$ cat config.mk
export PLATFORM = sky130hd
export DESIGN_NAME = wt_dcache_rd_arb
export DESIGN_NICKNAME = d
export VERILOG_FILES = /design/src/rtl/wt_dcache_rd_arb.sv
export SDC_FILE = /design/constraint.sdc
export NUM_CORES = 1
export LEC_CHECK = 0
export ABC_CLOCK_PERIOD_IN_PS = 4500
export CAP_MARGIN = 20
export CORE_MARGIN = 3
export CORE_UTILIZATION = 35
export CTS_BUF_LIST = sky130_fd_sc_hd__clkbuf_8 sky130_fd_sc_hd__clkbuf_16
export DETAILED_ROUTE_END_ITERATION = 10
export GPL_TIMING_DRIVEN = 1
export PLACE_DENSITY = 0.88
export SLEW_MARGIN = 0
export SYNTH_ARGS = -nofsm -noshare
export SYNTH_HDL_FRONTEND = slang
export SYNTH_HIERARCHICAL = 1
export SYNTH_SLANG_ARGS = --single-unit
$ cat constraint.sdc
create_clock -name clk_i -period 4.5 [get_ports clk_i]
set_input_delay 0.9 -clock clk_i [delete_from_list [all_inputs] [get_ports clk_i]]
set_output_delay 0.9 -clock clk_i [all_outputs]
set_load 0.01 [all_outputs]
$ cat src/rtl/wt_dcache_rd_arb.sv
// Read-port arbiter for the write-through L1 data cache.
// Shares the single tag/data array read port between NumPorts requesters
// (load unit, PTW, write buffer). Two priority classes with round-robin
// inside the winning class, yields to miss-unit line writes, and boosts the
// low class after StarveLimit consecutive losses. The granted port's ID and
// tag are registered into a one-stage compare pipeline.

// Per-port class split: which class a requesting port belongs to this cycle.
module wt_dcache_rd_arb_port (
    input  logic req,
    input  logic prio,
    output logic hi,
    output logic lo
);
    assign hi = req & prio;
    assign lo = req & ~prio;
endmodule

module wt_dcache_rd_arb #(
    parameter int unsigned NumPorts    = 3,
    parameter int unsigned StarveLimit = 8,
    parameter int unsigned TagWidth    = 28,
    parameter int unsigned IdxWidth    = 8,
    parameter int unsigned OffWidth    = 4,
    localparam int unsigned PW = (NumPorts > 1) ? $clog2(NumPorts) : 1,
    localparam int unsigned CW = $clog2(StarveLimit + 1)
) (
    input  logic                               clk_i,
    input  logic                               rst_ni,
    input  logic [NumPorts-1:0]                rd_req_i,
    input  logic [NumPorts-1:0]                rd_prio_i,
    input  logic [NumPorts-1:0]                rd_tag_only_i,
    input  logic [NumPorts-1:0][TagWidth-1:0]  rd_tag_i,
    input  logic [NumPorts-1:0][IdxWidth-1:0]  rd_idx_i,
    input  logic [NumPorts-1:0][OffWidth-1:0]  rd_off_i,
    output logic [NumPorts-1:0]                rd_ack_o,
    input  logic                               wr_cl_vld_i,
    output logic                               mem_rd_req_o,
    output logic                               mem_rd_tag_only_o,
    output logic [IdxWidth-1:0]                mem_rd_idx_o,
    output logic [OffWidth-1:0]                mem_rd_off_o,
    output logic                               rsp_vld_o,
    output logic [PW-1:0]                      rsp_port_o,
    output logic [TagWidth-1:0]                rsp_tag_o,
    output logic                               rsp_tag_only_o
);

    localparam logic [PW:0]   NumPortsW = (PW+1)'(NumPorts);
    localparam logic [PW-1:0] LastRst   = PW'(NumPorts - 1);
    localparam logic [CW-1:0] CntMax    = CW'(StarveLimit);

    logic [NumPorts-1:0] hi_req, lo_req, cls;
    logic                hi_any, lo_any, boost, use_hi;
    logic [PW-1:0]       last_q, win;
    logic [PW:0]         cand;
    logic                found, gnt;
    logic [CW-1:0]       starve_cnt;

    wt_dcache_rd_arb_port u_port [NumPorts-1:0] (
        .req  (rd_req_i),
        .prio (rd_prio_i),
        .hi   (hi_req),
        .lo   (lo_req)
    );

    // A saturated starvation counter flips the winning class to low for one grant.
    assign hi_any = |hi_req;
    assign lo_any = |lo_req;
    assign boost  = (starve_cnt == CntMax) && lo_any;
    assign use_hi = hi_any && !boost;
    assign cls    = use_hi ? hi_req : lo_req;

    // Round-robin search upward from last_q+1, wrapping modulo NumPorts.
    always_comb begin
        win   = '0;
        found = 1'b0;
        cand  = '0;
        for (int unsigned i = 1; i <= NumPorts; i++) begin
            cand = {1'b0, last_q} + (PW+1)'(i);
            if (cand >= NumPortsW) cand = cand - NumPortsW;
            if (!found && cls[cand[PW-1:0]]) begin
                found = 1'b1;
                win   = cand[PW-1:0];
            end
        end
    end

    // A miss-unit line write owns the array this cycle, so nobody is granted.
    assign gnt = found && !wr_cl_vld_i;

    for (genvar k = 0; k < NumPorts; k++) begin : g_ack
        assign rd_ack_o[k] = gnt && (win == PW'(k));
    end

    // Array-side mux; all fields read 0 when no port is granted.
    assign mem_rd_req_o      = gnt;
    assign mem_rd_tag_only_o = gnt ? rd_tag_only_i[win] : 1'b0;
    assign mem_rd_idx_o      = gnt ? rd_idx_i[win]      : '0;
    assign mem_rd_off_o      = gnt ? rd_off_i[win]      : '0;

    // Round-robin pointer moves only on a grant.
    always_ff @(posedge clk_i or negedge rst_ni) begin
        if (!rst_ni)  last_q <= LastRst;
        else if (gnt) last_q <= win;
    end

    // Count consecutive high-class wins while the low class waits; frozen while the array is busy.
    always_ff @(posedge clk_i or negedge rst_ni) begin
        if (!rst_ni) begin
            starve_cnt <= '0;
        end else if (!wr_cl_vld_i) begin
            if (!lo_any || (gnt && !use_hi)) starve_cnt <= '0;
            else if (starve_cnt != CntMax)   starve_cnt <= starve_cnt + CW'(1);
        end
    end

    // Response stage: valid pulses one cycle after a grant, payload holds otherwise.
    always_ff @(posedge clk_i or negedge rst_ni) begin
        if (!rst_ni) begin
            rsp_vld_o      <= 1'b0;
            rsp_port_o     <= '0;
            rsp_tag_o      <= '0;
            rsp_tag_only_o <= 1'b0;
        end else begin
            rsp_vld_o <= gnt;
            if (gnt) begin
                rsp_port_o     <= win;
                rsp_tag_o      <= rd_tag_i[win];
                rsp_tag_only_o <= rd_tag_only_i[win];
            end
        end
    end

endmodule

==> flow_summary.ini <==
[die]
fp.coreArea_sq_mm = 0.006907
rows = 30
die_w_um = 91.23
start_util_pct = 36.81
die_h_um = 91.23
io_pins = 181
dieArea_sq_mm = 0.008323

[cts]
ctsHoldBuffers = 0
clkLatencyLatePin_ns = 0.28
root_buffer = clkbuf_8
numCtsBuffers = 5
cts_tree = built
clock_sinks = 37
cts_buffer_depth = 2
htree_levels = 2
clkTransAtPathRegs_ns = 0.08

[synth]
synth_seq_area_share_pct = 36.47
synthesis.nets = 400
netlist_instances = 263
ys_ff_latch = 37
ys_types = 54
synth-async-reset-ratio_pct = 100.0
synth_edf_count = 0
ys_warn_count = 6
syn-cell-area_sq_mm = 0.002542
ys.flop_type = dfrtp_1
syn_area_per_cell_sq_um = 9.667

[routing]
drtPass1Iterations = 4
route.vias.total = 3167
drc = 0
ant_nets = 0
first_iter_violations = 139
post_drt_wl_per_cell_um = 18.33
avgViaCountPerCell = 5.635
wl_um = 10300

[setup_path]
crit_slowest_cell = clkdlybuf4s50_1
cp-end-kind = output pin
critPathArrivalTime_ns = 3.52
crit_required_ns = 3.60
worst-path-max-fanout = 7
slowest_delay_ns = 0.47
crit_type = primary input to output pin
cp_cell_sequence = clkdlybuf4s50_1 > and2b_2 > o21bai_1 > mux2_4 > a32o_2 > o22a_1 > o21ai_2 > buf_4 > nand3_1 > a21oi_1 > dlygate4sd2_1
critPathLaunchType = primary input

[placement]
place_ws_ns = -0.2581
port_buffers = 180
dp_hpwl_um = 7818
globalplace.congestion = 0.8821

[run_status]
status = finished, final reports clean

[sta]
slew_viol_final = 0
fmax_ghz = 0.2264
fin_tns_setup_ns = 0
layout_min_cycle_time_ns = 4.418
max_slew_margin_pct = 44.98
hold_slack_ns = 0.4904
period_share_pct = 98.17
hold_viol = 0
finalWorstSetupSlack_ns = 0.08221
worst_clock_skew_ns = 0.008326
worst_pin_slew_ns = 0.8252
setup_violations = 0

[finish]
final_common_cell = clkdlybuf4s50_1
final_net_count = 602
layout_common_cells = clkdlybuf4s50_1, dfrtp_1, buf_4
area_growth_pct = 87.84
postLayoutCoreUtil_pct = 69.15
layout-drive-gt1-share_pct = 16.52
antenna_cells = 0

[worst_hold_path]
hold_path_class = register to register

[global_route]
grt_pass1_vias = 3281
grt_pass1_wl_um = 16300
grtUsageTotal_pct = 23.84
grt-ovfl-total = 0
grt_max_degree = 38
antenna_found_initial = 0

[job]
cap_violations = 0

[power]
ir_worst_vdd_v = 0.0002734
p_leak_nw = 1.994
power.total_mw = 2.754
p_per_area_mw_per_mm2 = 576.6
==> per-layer routing <==
layer	global-route usage, %	part of all wire [%]	routed length (um)	up-vias
met5	0	0	0	-
met4	6.156	2.4	252	0
met3	6.628	7.6	787	27
met2	43.16	52	5361	151
met1	27.49	38	3901	1520
li1	-	-	-	1469
==> worst paths after layout <==
path                       slack, ns         endpoint     startpoint  cells past startpoint
max                             0.08  mem_rd_idx_o[4]   rd_prio_i[1]                     11
min in group asynchronous       0.71    rsp_port_o[1]         rst_ni                      1
min                             0.49    rsp_port_o[1]  rsp_port_o[1]                      1
max reg2reg                     1.19    rsp_tag_o[24]  starve_cnt[0]                     10
max in group asynchronous       3.27     rsp_tag_o[2]         rst_ni                      1
min reg2reg                     0.49    rsp_port_o[1]  rsp_port_o[1]                      1
==> sequential cells by signal, indices dropped and copies added, names as in the netlist <==
name            cells
last_q              2
rsp_port_o          1
rsp_tag_o          28
rsp_tag_only_o      1
rsp_vld_o           1
starve_cnt          4
==> through the flow <==
stage	instances	cell area, sq um
after global routing	562	4776
after detailed placement	548	4626
after global placement	548	4626
after floorplan	263	2542
after CTS	560	4733
final	562	4776
==> synth_stat cells, drive strengths merged (2+ instances only) <==
cell	number	area (sq um)
o31ai	3	22.52
a21oi	16	80.08
and2b	3	26.28
o21bai	4	30.03
nand2	9	33.78
a22o	28	245.2
a211oi	2	15.01
ha	5	62.56
a221o	28	280.3
a41oi	2	17.52
o311ai	2	17.52
or3	2	17.52
a22oi	2	15.01
dfrtp	36	900.9
nor2	14	52.55
buf	8	65.05
nand3	16	80.08
clkbuf	16	60.06
nor3	3	15.01
o21ai	5	25.02
and2	4	28.78
inv	11	41.29
a32oi	13	113.9
mux2	2	26.27
a31o	2	17.52
a21o	3	22.52
o22ai	3	18.77
==> worst max-delay path, delay by kind of cell <==
kind / cells / cell delay (ns)
compound gates: 5 / 1.04
buf+inv: 3 / 0.94
simple gates: 2 / 0.34
mux: 1 / 0.30
==> where the power goes <==
part,switching [mW],internal (mW)
combinational,0.895,1.04
sequential,0.0977,0.495
clock,0.121,0.107
total,1.11,1.64
==> area by class of cell <==
cell class / count / area, sq um
fillers: 565 / 2131
repair buffers: 219 / 2100
multi-input cells: 191 / 1501
flip-flops and latches: 37 / 927.1
well taps: 96 / 120.1
clock buffers: 5 / 68.82
inverters: 11 / 41.29
clock inverters: 3 / 17.52
==> cell families (layout without fill, tap and decap cells) <==
| kind of cell | after synthesis | count (layout) | share of synthesized area (%) |
|---|---|---|---|
| AND/OR/NAND/NOR | 57 | 57 | 11.66 |
| AO/OA/AOI/OAI | 126 | 126 | 41.44 |
| adder cells (fa/ha/maj) | 5 | 5 | 2.461 |
| flip-flops | 37 | 37 | 36.47 |
| buffers and inverters | 35 | 238 | 6.545 |
| multiplexers | 3 | 3 | 1.427 |
==> timing repair <==
action / CTS / global route
endpoints found under the hold margin: 0 / 0
endpoints found under the setup margin: 16 / 14
pin swaps: 1 / 1
gates resized for setup: 23 / 14
setup buffers: 3 / 1
gates cloned: 1 / 1
Power figures use the tool's default switching activity.
